### config.mk
export PLATFORM = sky130hd
export DESIGN_NAME = tvip_axi_register_slice
export DESIGN_NICKNAME = d
export VERILOG_FILES = /design/src/rtl/tvip_axi_types_pkg.sv /design/src/rtl/tvip_axi_slice_channel.sv /design/src/rtl/tvip_axi_register_slice.sv
export SDC_FILE = /design/constraint.sdc
export NUM_CORES = 1
export LEC_CHECK = 0
export BUFFER_PORTS_ARGS = -buffer_cell sky130_fd_sc_hd__buf_2
export CAP_MARGIN = 20
export CORE_ASPECT_RATIO = 1.4
export CORE_MARGIN = 2
export CORE_UTILIZATION = 54
export CTS_CLUSTER_DIAMETER = 50
export DETAILED_ROUTE_END_ITERATION = 12
export PLACE_DENSITY = 0.8
export SYNTH_ARGS = -nofsm -noshare
export SYNTH_HDL_FRONTEND = slang
export SYNTH_HIERARCHICAL = 1
export SYNTH_SLANG_ARGS = --single-unit
### constraint.sdc
create_clock -name aclk -period 2.3 [get_ports aclk]
set_clock_uncertainty 0.1 [all_clocks]
set_input_delay 0.46 -clock aclk [delete_from_list [all_inputs] [get_ports aclk]]
set_output_delay 0.46 -clock aclk [all_outputs]
set_load 0.1 [all_outputs]
### src/rtl/tvip_axi_types_pkg.sv
// Shared AXI field widths, field typedefs and register-slice enums for the tvip AXI blocks.
package tvip_axi_types_pkg;

   localparam int TVIP_AXI_BURST_LENGTH_WIDTH = 8;
   localparam int TVIP_AXI_BURST_SIZE_WIDTH   = 3;
   localparam int TVIP_AXI_BURST_TYPE_WIDTH   = 2;
   localparam int TVIP_AXI_QOS_WIDTH          = 4;
   localparam int TVIP_AXI_RESPONSE_WIDTH     = 2;

   typedef logic [TVIP_AXI_BURST_LENGTH_WIDTH-1:0] tvip_axi_burst_length;
   typedef logic [TVIP_AXI_BURST_SIZE_WIDTH-1:0]   tvip_axi_burst_size;
   typedef logic [TVIP_AXI_BURST_TYPE_WIDTH-1:0]   tvip_axi_burst_type;
   typedef logic [TVIP_AXI_QOS_WIDTH-1:0]          tvip_axi_qos;
   typedef logic [TVIP_AXI_RESPONSE_WIDTH-1:0]     tvip_axi_response;

   typedef enum logic [1:0] {
      TVIP_AXI_SLICE_BYPASS = 2'd0,
      TVIP_AXI_SLICE_LIGHT  = 2'd1,
      TVIP_AXI_SLICE_FULL   = 2'd2
   } tvip_axi_slice_mode;

   typedef enum logic [1:0] {
      TVIP_AXI_SLICE_EMPTY = 2'd0,
      TVIP_AXI_SLICE_ONE   = 2'd1,
      TVIP_AXI_SLICE_TWO   = 2'd2
   } tvip_axi_slice_state;

   // Address-channel payload: id, addr, len, size, burst, qos.
   function automatic int tvip_axi_addr_payload_width(int id_width, int address_width);
      return id_width + address_width + TVIP_AXI_BURST_LENGTH_WIDTH + TVIP_AXI_BURST_SIZE_WIDTH
           + TVIP_AXI_BURST_TYPE_WIDTH + TVIP_AXI_QOS_WIDTH;
   endfunction

endpackage

### src/rtl/tvip_axi_slice_channel.sv
// One valid/ready register slice: BYPASS (wires), LIGHT (single register) or FULL (main + skid).
module tvip_axi_slice_channel
   import tvip_axi_types_pkg::*;
#(
   parameter int                 WIDTH = 8,
   parameter tvip_axi_slice_mode MODE  = TVIP_AXI_SLICE_FULL
)(
   input  logic             aclk,
   input  logic             areset_n,
   input  logic             src_valid,
   output logic             src_ready,
   input  logic [WIDTH-1:0] src_payload,
   output logic             dst_valid,
   input  logic             dst_ready,
   output logic [WIDTH-1:0] dst_payload
);

   generate
      if (MODE == TVIP_AXI_SLICE_BYPASS) begin : g_bypass
         assign dst_valid   = src_valid;
         assign src_ready   = dst_ready;
         assign dst_payload = src_payload;
      end else if (MODE == TVIP_AXI_SLICE_LIGHT) begin : g_light
         logic             r_full;
         logic             r_ready;
         logic [WIDTH-1:0] r_data;
         logic             w_src_hs;
         logic             w_dst_hs;
         logic             w_full_next;

         // Ready only while empty, so load and unload never share a cycle.
         assign w_src_hs    = src_valid && r_ready;
         assign w_dst_hs    = r_full && dst_ready;
         assign w_full_next = w_src_hs || (r_full && !w_dst_hs);

         always_ff @(posedge aclk or negedge areset_n) begin
            if (!areset_n) begin
               r_full  <= 1'b0;
               r_ready <= 1'b0;
               r_data  <= '0;
            end else begin
               r_full  <= w_full_next;
               r_ready <= !w_full_next;
               if (w_src_hs) r_data <= src_payload;
            end
         end

         assign src_ready   = r_ready;
         assign dst_valid   = r_full;
         assign dst_payload = r_data;
      end else begin : g_full
         tvip_axi_slice_state r_state;
         tvip_axi_slice_state w_state_next;
         logic                r_ready;
         logic [WIDTH-1:0]    r_main;
         logic [WIDTH-1:0]    r_skid;
         logic                w_src_hs;
         logic                w_dst_hs;

         assign w_src_hs = src_valid && r_ready;
         assign w_dst_hs = (r_state != TVIP_AXI_SLICE_EMPTY) && dst_ready;

         always_comb begin
            w_state_next = r_state;
            case (r_state)
               TVIP_AXI_SLICE_EMPTY: if (w_src_hs) w_state_next = TVIP_AXI_SLICE_ONE;
               TVIP_AXI_SLICE_ONE: begin
                  if (w_src_hs && !w_dst_hs)      w_state_next = TVIP_AXI_SLICE_TWO;
                  else if (!w_src_hs && w_dst_hs) w_state_next = TVIP_AXI_SLICE_EMPTY;
               end
               TVIP_AXI_SLICE_TWO:   if (w_dst_hs) w_state_next = TVIP_AXI_SLICE_ONE;
               default:              w_state_next = TVIP_AXI_SLICE_EMPTY;
            endcase
         end

         // Main always holds the oldest beat; skid only fills when main is stalled.
         always_ff @(posedge aclk or negedge areset_n) begin
            if (!areset_n) begin
               r_state <= TVIP_AXI_SLICE_EMPTY;
               r_ready <= 1'b0;
               r_main  <= '0;
               r_skid  <= '0;
            end else begin
               r_state <= w_state_next;
               r_ready <= (w_state_next != TVIP_AXI_SLICE_TWO);
               case (r_state)
                  TVIP_AXI_SLICE_EMPTY: if (w_src_hs) r_main <= src_payload;
                  TVIP_AXI_SLICE_ONE: begin
                     if (w_src_hs && w_dst_hs) r_main <= src_payload;
                     else if (w_src_hs)        r_skid <= src_payload;
                  end
                  TVIP_AXI_SLICE_TWO:   if (w_dst_hs) r_main <= r_skid;
                  default: ;
               endcase
            end
         end

         assign src_ready   = r_ready;
         assign dst_valid   = (r_state != TVIP_AXI_SLICE_EMPTY);
         assign dst_payload = r_main;
      end
   endgenerate

endmodule

### src/rtl/tvip_axi_register_slice.sv
// AXI4 register slice: five independently configured channel slices; this level only packs payloads.
module tvip_axi_register_slice
   import tvip_axi_types_pkg::*;
#(
   parameter int ID_WIDTH      = 4,
   parameter int ADDRESS_WIDTH = 32,
   parameter int DATA_WIDTH    = 32,
   parameter int AW_MODE       = 2,
   parameter int W_MODE        = 2,
   parameter int B_MODE        = 2,
   parameter int AR_MODE       = 2,
   parameter int R_MODE        = 2
)(
   input  logic                      aclk,
   input  logic                      areset_n,
   input  logic                      s_awvalid,
   output logic                      s_awready,
   input  logic [ID_WIDTH-1:0]       s_awid,
   input  logic [ADDRESS_WIDTH-1:0]  s_awaddr,
   input  tvip_axi_burst_length      s_awlen,
   input  tvip_axi_burst_size        s_awsize,
   input  tvip_axi_burst_type        s_awburst,
   input  tvip_axi_qos               s_awqos,
   input  logic                      s_wvalid,
   output logic                      s_wready,
   input  logic [DATA_WIDTH-1:0]     s_wdata,
   input  logic [DATA_WIDTH/8-1:0]   s_wstrb,
   input  logic                      s_wlast,
   output logic                      s_bvalid,
   input  logic                      s_bready,
   output logic [ID_WIDTH-1:0]       s_bid,
   output tvip_axi_response          s_bresp,
   input  logic                      s_arvalid,
   output logic                      s_arready,
   input  logic [ID_WIDTH-1:0]       s_arid,
   input  logic [ADDRESS_WIDTH-1:0]  s_araddr,
   input  tvip_axi_burst_length      s_arlen,
   input  tvip_axi_burst_size        s_arsize,
   input  tvip_axi_burst_type        s_arburst,
   input  tvip_axi_qos               s_arqos,
   output logic                      s_rvalid,
   input  logic                      s_rready,
   output logic [ID_WIDTH-1:0]       s_rid,
   output logic [DATA_WIDTH-1:0]     s_rdata,
   output tvip_axi_response          s_rresp,
   output logic                      s_rlast,
   output logic                      m_awvalid,
   input  logic                      m_awready,
   output logic [ID_WIDTH-1:0]       m_awid,
   output logic [ADDRESS_WIDTH-1:0]  m_awaddr,
   output tvip_axi_burst_length      m_awlen,
   output tvip_axi_burst_size        m_awsize,
   output tvip_axi_burst_type        m_awburst,
   output tvip_axi_qos               m_awqos,
   output logic                      m_wvalid,
   input  logic                      m_wready,
   output logic [DATA_WIDTH-1:0]     m_wdata,
   output logic [DATA_WIDTH/8-1:0]   m_wstrb,
   output logic                      m_wlast,
   input  logic                      m_bvalid,
   output logic                      m_bready,
   input  logic [ID_WIDTH-1:0]       m_bid,
   input  tvip_axi_response          m_bresp,
   output logic                      m_arvalid,
   input  logic                      m_arready,
   output logic [ID_WIDTH-1:0]       m_arid,
   output logic [ADDRESS_WIDTH-1:0]  m_araddr,
   output tvip_axi_burst_length      m_arlen,
   output tvip_axi_burst_size        m_arsize,
   output tvip_axi_burst_type        m_arburst,
   output tvip_axi_qos               m_arqos,
   input  logic                      m_rvalid,
   output logic                      m_rready,
   input  logic [ID_WIDTH-1:0]       m_rid,
   input  logic [DATA_WIDTH-1:0]     m_rdata,
   input  tvip_axi_response          m_rresp,
   input  logic                      m_rlast
);

   localparam int AX_W = tvip_axi_addr_payload_width(ID_WIDTH, ADDRESS_WIDTH);
   localparam int W_W  = DATA_WIDTH + DATA_WIDTH/8 + 1;
   localparam int B_W  = ID_WIDTH + TVIP_AXI_RESPONSE_WIDTH;
   localparam int R_W  = ID_WIDTH + DATA_WIDTH + TVIP_AXI_RESPONSE_WIDTH + 1;

   logic [AX_W-1:0] w_aw_payload;
   logic [W_W-1:0]  w_w_payload;
   logic [B_W-1:0]  w_b_payload;
   logic [AX_W-1:0] w_ar_payload;
   logic [R_W-1:0]  w_r_payload;

   tvip_axi_slice_channel #(.WIDTH(AX_W), .MODE(tvip_axi_slice_mode'(AW_MODE))) u_aw (
      .aclk(aclk), .areset_n(areset_n),
      .src_valid(s_awvalid), .src_ready(s_awready),
      .src_payload({s_awid, s_awaddr, s_awlen, s_awsize, s_awburst, s_awqos}),
      .dst_valid(m_awvalid), .dst_ready(m_awready), .dst_payload(w_aw_payload)
   );
   assign {m_awid, m_awaddr, m_awlen, m_awsize, m_awburst, m_awqos} = w_aw_payload;

   tvip_axi_slice_channel #(.WIDTH(W_W), .MODE(tvip_axi_slice_mode'(W_MODE))) u_w (
      .aclk(aclk), .areset_n(areset_n),
      .src_valid(s_wvalid), .src_ready(s_wready),
      .src_payload({s_wdata, s_wstrb, s_wlast}),
      .dst_valid(m_wvalid), .dst_ready(m_wready), .dst_payload(w_w_payload)
   );
   assign {m_wdata, m_wstrb, m_wlast} = w_w_payload;

   // Response channels run subordinate-to-manager.
   tvip_axi_slice_channel #(.WIDTH(B_W), .MODE(tvip_axi_slice_mode'(B_MODE))) u_b (
      .aclk(aclk), .areset_n(areset_n),
      .src_valid(m_bvalid), .src_ready(m_bready),
      .src_payload({m_bid, m_bresp}),
      .dst_valid(s_bvalid), .dst_ready(s_bready), .dst_payload(w_b_payload)
   );
   assign {s_bid, s_bresp} = w_b_payload;

   tvip_axi_slice_channel #(.WIDTH(AX_W), .MODE(tvip_axi_slice_mode'(AR_MODE))) u_ar (
      .aclk(aclk), .areset_n(areset_n),
      .src_valid(s_arvalid), .src_ready(s_arready),
      .src_payload({s_arid, s_araddr, s_arlen, s_arsize, s_arburst, s_arqos}),
      .dst_valid(m_arvalid), .dst_ready(m_arready), .dst_payload(w_ar_payload)
   );
   assign {m_arid, m_araddr, m_arlen, m_arsize, m_arburst, m_arqos} = w_ar_payload;

   tvip_axi_slice_channel #(.WIDTH(R_W), .MODE(tvip_axi_slice_mode'(R_MODE))) u_r (
      .aclk(aclk), .areset_n(areset_n),
      .src_valid(m_rvalid), .src_ready(m_rready),
      .src_payload({m_rid, m_rdata, m_rresp, m_rlast}),
      .dst_valid(s_rvalid), .dst_ready(s_rready), .dst_payload(w_r_payload)
   );
   assign {s_rid, s_rdata, s_rresp, s_rlast} = w_r_payload;

endmodule
==> flow_metrics.tcl <==
set metrics [dict create \
    yosys.area.top_type "dfrtp_1" \
    first_global_vias 12490 \
    grt_usage 0.2553 \
    yosys_warnings 6 \
    crit_cells 2 \
    critPathLaunch "u_aw/g_full.r_state[1]$_DFF_PN0_" \
    min_period_ns 2.144 \
    drive_gt1_frac 0.4726 \
    min_path_cells 2 \
    clk_pin_slew_worst_paths_ns 0.06 \
    ios 398 \
    max_freq_ghz 0.4663 \
    drtIter0Drc 832 \
    worstPathArrival_ns 1.58 \
    initial_utilization 0.5504 \
    insertion_delay_ns 0.52 \
    synth_fa_ha_area_frac 0 \
    die_area_um2 32960 \
    slowest_stage "dfrtp_1" \
    synth.area.mux_share 0.1626 \
    cts-buffers-inserted 39 \
    path_max_fanout 7 \
    synth_cells 1125 \
    place_ws_ns 0.2923 \
    drtPass1Iterations 4 \
    critPathMaxStageDelay_ns 0.43 \
    wl_per_cell_um 21.96 \
    endpoint "m_awvalid" \
    drc 0 \
    finalInstanceArea_um2 20780 \
    synth_top_family_by_area "compound AO/OA/AOI/OAI gates" \
    wl_um 42870 \
    dpl_cell_area_um2 19350 \
    grt_max_degree 61 \
    root_buffer "clkbuf_16" \
    globalRouteOverflowTotal 0 \
    synth_compound_area_frac 0.1990 \
    fin_tns_setup_ns 0 \
    final.fill_count 2180 \
    routed-via-count 11760 \
    synthSimpleGateAreaFrac 0.01846 \
    status "complete, no violations" \
    clk_path_buf_depth 3 \
    setup_ws_ns 0.1556 \
    rsz0062_at_grt "no" \
    synthTopCellsByArea "dfrtp_1 58%, mux2_4 13%, o32a_1 11%" \
    cts.htree.levels 2 \
    worst_slew_pin_slew_ns 0.5858 \
    synth-xor-area-share 0 \
    area_growth_pct 22.16 \
    r2r-end "u_ar/dst_payload[29]$_DFFE_PN0P_" \
    synth_area_per_cell_um2 15.12 \
    ant_nets 0 \
    port_buffers 397 \
    grt_pass1_wl_um 67890 \
    critPathBufInv 1 \
    antenna_found_initial 16 \
    fin_util 0.6723 \
    die_y_um 214 \
    dp_hpwl_um 28420 \
    cts.repair.resized 0 \
    synth_top_cell_area_share 0.5752 \
    reg2reg_depth 4 \
    row_count 76 \
    r2r_slack_ns 0.31 \
    synth.distinct_cells 23 \
    gp_congestion 0.8515 \
    timing.rr.start "u_ar/g_full.r_state[1]$_DFF_PN0_" \
    core_region_area_um2 30900 \
    period_share 0.9324 \
    ys_ff_latch 391 \
    path_cells "or2_2 -> buf_2" \
    ys_seq_area_frac 0.5752 \
    die_width_um 154 \
    nNetsFinal 1719 \
    worst_ep_required_time_ns 1.74 \
    worstSetupEndpointType "primary output" \
    hold_violations 0 \
    synth.cell_area_um2 17010 \
    drt-vias-per-instance 6.024 \
    hold_class "primary input to flop" \
    worstSetupPathType "flop to primary output" \
    cts_tree "built" \
    syn_nets 1325 \
    worst_slew_margin_rel 0.6083 \
    cp_top_family "flip-flops" \
    maxCapViolCount 0 \
    cts_sinks 391 \
    setup_viol 0 \
    slew_viol_final 0 \
    start_kind "flop" \
]
==> cell usage after synthesis, drive strengths merged <==
library cell and n:
nand3b 10, nand2 5, nor2b 5, mux2 188
clkbuf 19, a21oi 5, o21ai 5, nor2 5
o32a 188, dfrtp 391, buf 81, o21a 188
and3b 5, mux2i 10, and2 5, or2 10
o22ai 5
==> how the worst min path moves through the flow <==
stage	startpoint	to
detailed placement	areset_n	u_w/dst_payload[14]$_DFFE_PN0P_
global route	s_rready	u_r/g_full.r_state[1]$_DFF_PN0_
finish	s_bready	u_b/g_full.r_state[1]$_DFF_PN0_
floorplan	areset_n	u_ar/dst_payload[0]$_DFFE_PN0P_
global placement	areset_n	u_w/dst_payload[14]$_DFFE_PN0P_
CTS	s_bready	u_b/g_full.r_state[1]$_DFF_PN0_
==> cell type report <==
class,count,area (µm²),area share
antenna,13,32.53,0.001566
tap,390,488.0,0.02348
clock inverter,20,249.0,0.01198
clock buffer,51,1134,0.05456
sequential,391,9784,0.4709
multi-input combinational,634,6496,0.3126
timing repair buffer,453,2595,0.1249
==> cells in the final DEF, fill, tap and decap left out, types with 3 or more instances in the layout <==
master / Yosys / final
mux2i_1: 10 / 10
diode_2: 0 / 13
clkbuf_1: 19 / 3
clkbuf_8: 0 / 7
clkinv_2: 0 / 10
or2_2: 10 / 10
buf_2: 58 / 396
buf_4: 0 / 41
mux2_2: 42 / 42
nand2_1: 5 / 5
and3b_1: 5 / 5
nor2_1: 5 / 5
buf_12: 16 / 14
bufinv_16: 0 / 5
mux2_4: 146 / 146
a21oi_1: 5 / 5
o21a_1: 188 / 188
clkbuf_16: 0 / 41
o22ai_1: 5 / 5
o32a_1: 188 / 188
nand3b_1: 9 / 9
dfrtp_1: 391 / 391
and2_4: 5 / 5
==> flip-flops by register name (all words and copies together), names as in the netlist, 2 cells and up <==
signal	flops
u_ar/dst_payload	53
u_r/g_full.r_state	2
u_b/g_full.r_state	2
u_w/g_full.r_skid	37
u_w/g_full.r_state	2
u_r/dst_payload	39
u_b/g_full.r_skid	6
u_r/g_full.r_skid	39
u_b/dst_payload	6
u_aw/dst_payload	53
u_aw/g_full.r_skid	53
u_ar/g_full.r_skid	53
u_aw/g_full.r_state	2
u_w/dst_payload	37
u_ar/g_full.r_state	2
==> layer usage <==
layer  GRT usage  vias to the layer above  share of wire
li1            -                     5146              -
met1      0.3116                     6054           0.39
met2      0.4291                      448           0.51
met3     0.05462                      110          0.060
met4      0.1280                        0          0.043
met5           0                        -              0
==> kinds of logic after synthesis <==
family | Yosys count
mux | 198
buf+inv | 100
flops | 391
compound gates | 391
simple gates | 45
==> what timing repair did <==
item                                   CTS  global route
endpoints found under the hold margin   39             0
buffers inserted                         0             0
hold buffers                             1             0
==> worst register-to-register path, cell delays in order, from the launching register on <==
cell	delay, ns
dfrtp_1	0.43
nand3b_1	0.51
buf_4	0.38
o32a_1	0.35
o21a_1	0.11
==> stage by stage <==
step	instances	hold slack (ns)
final	1952	0.06549
after global routing	1952	0.05557
after CTS	1939	0.04154
after detailed placement	1867	0.3240
after global placement	1867	0.3188
after floorplan	1125	0.06441
Power is not shown: default switching activity piles up to over one toggle a cycle in this logic, so the estimate is an artifact.
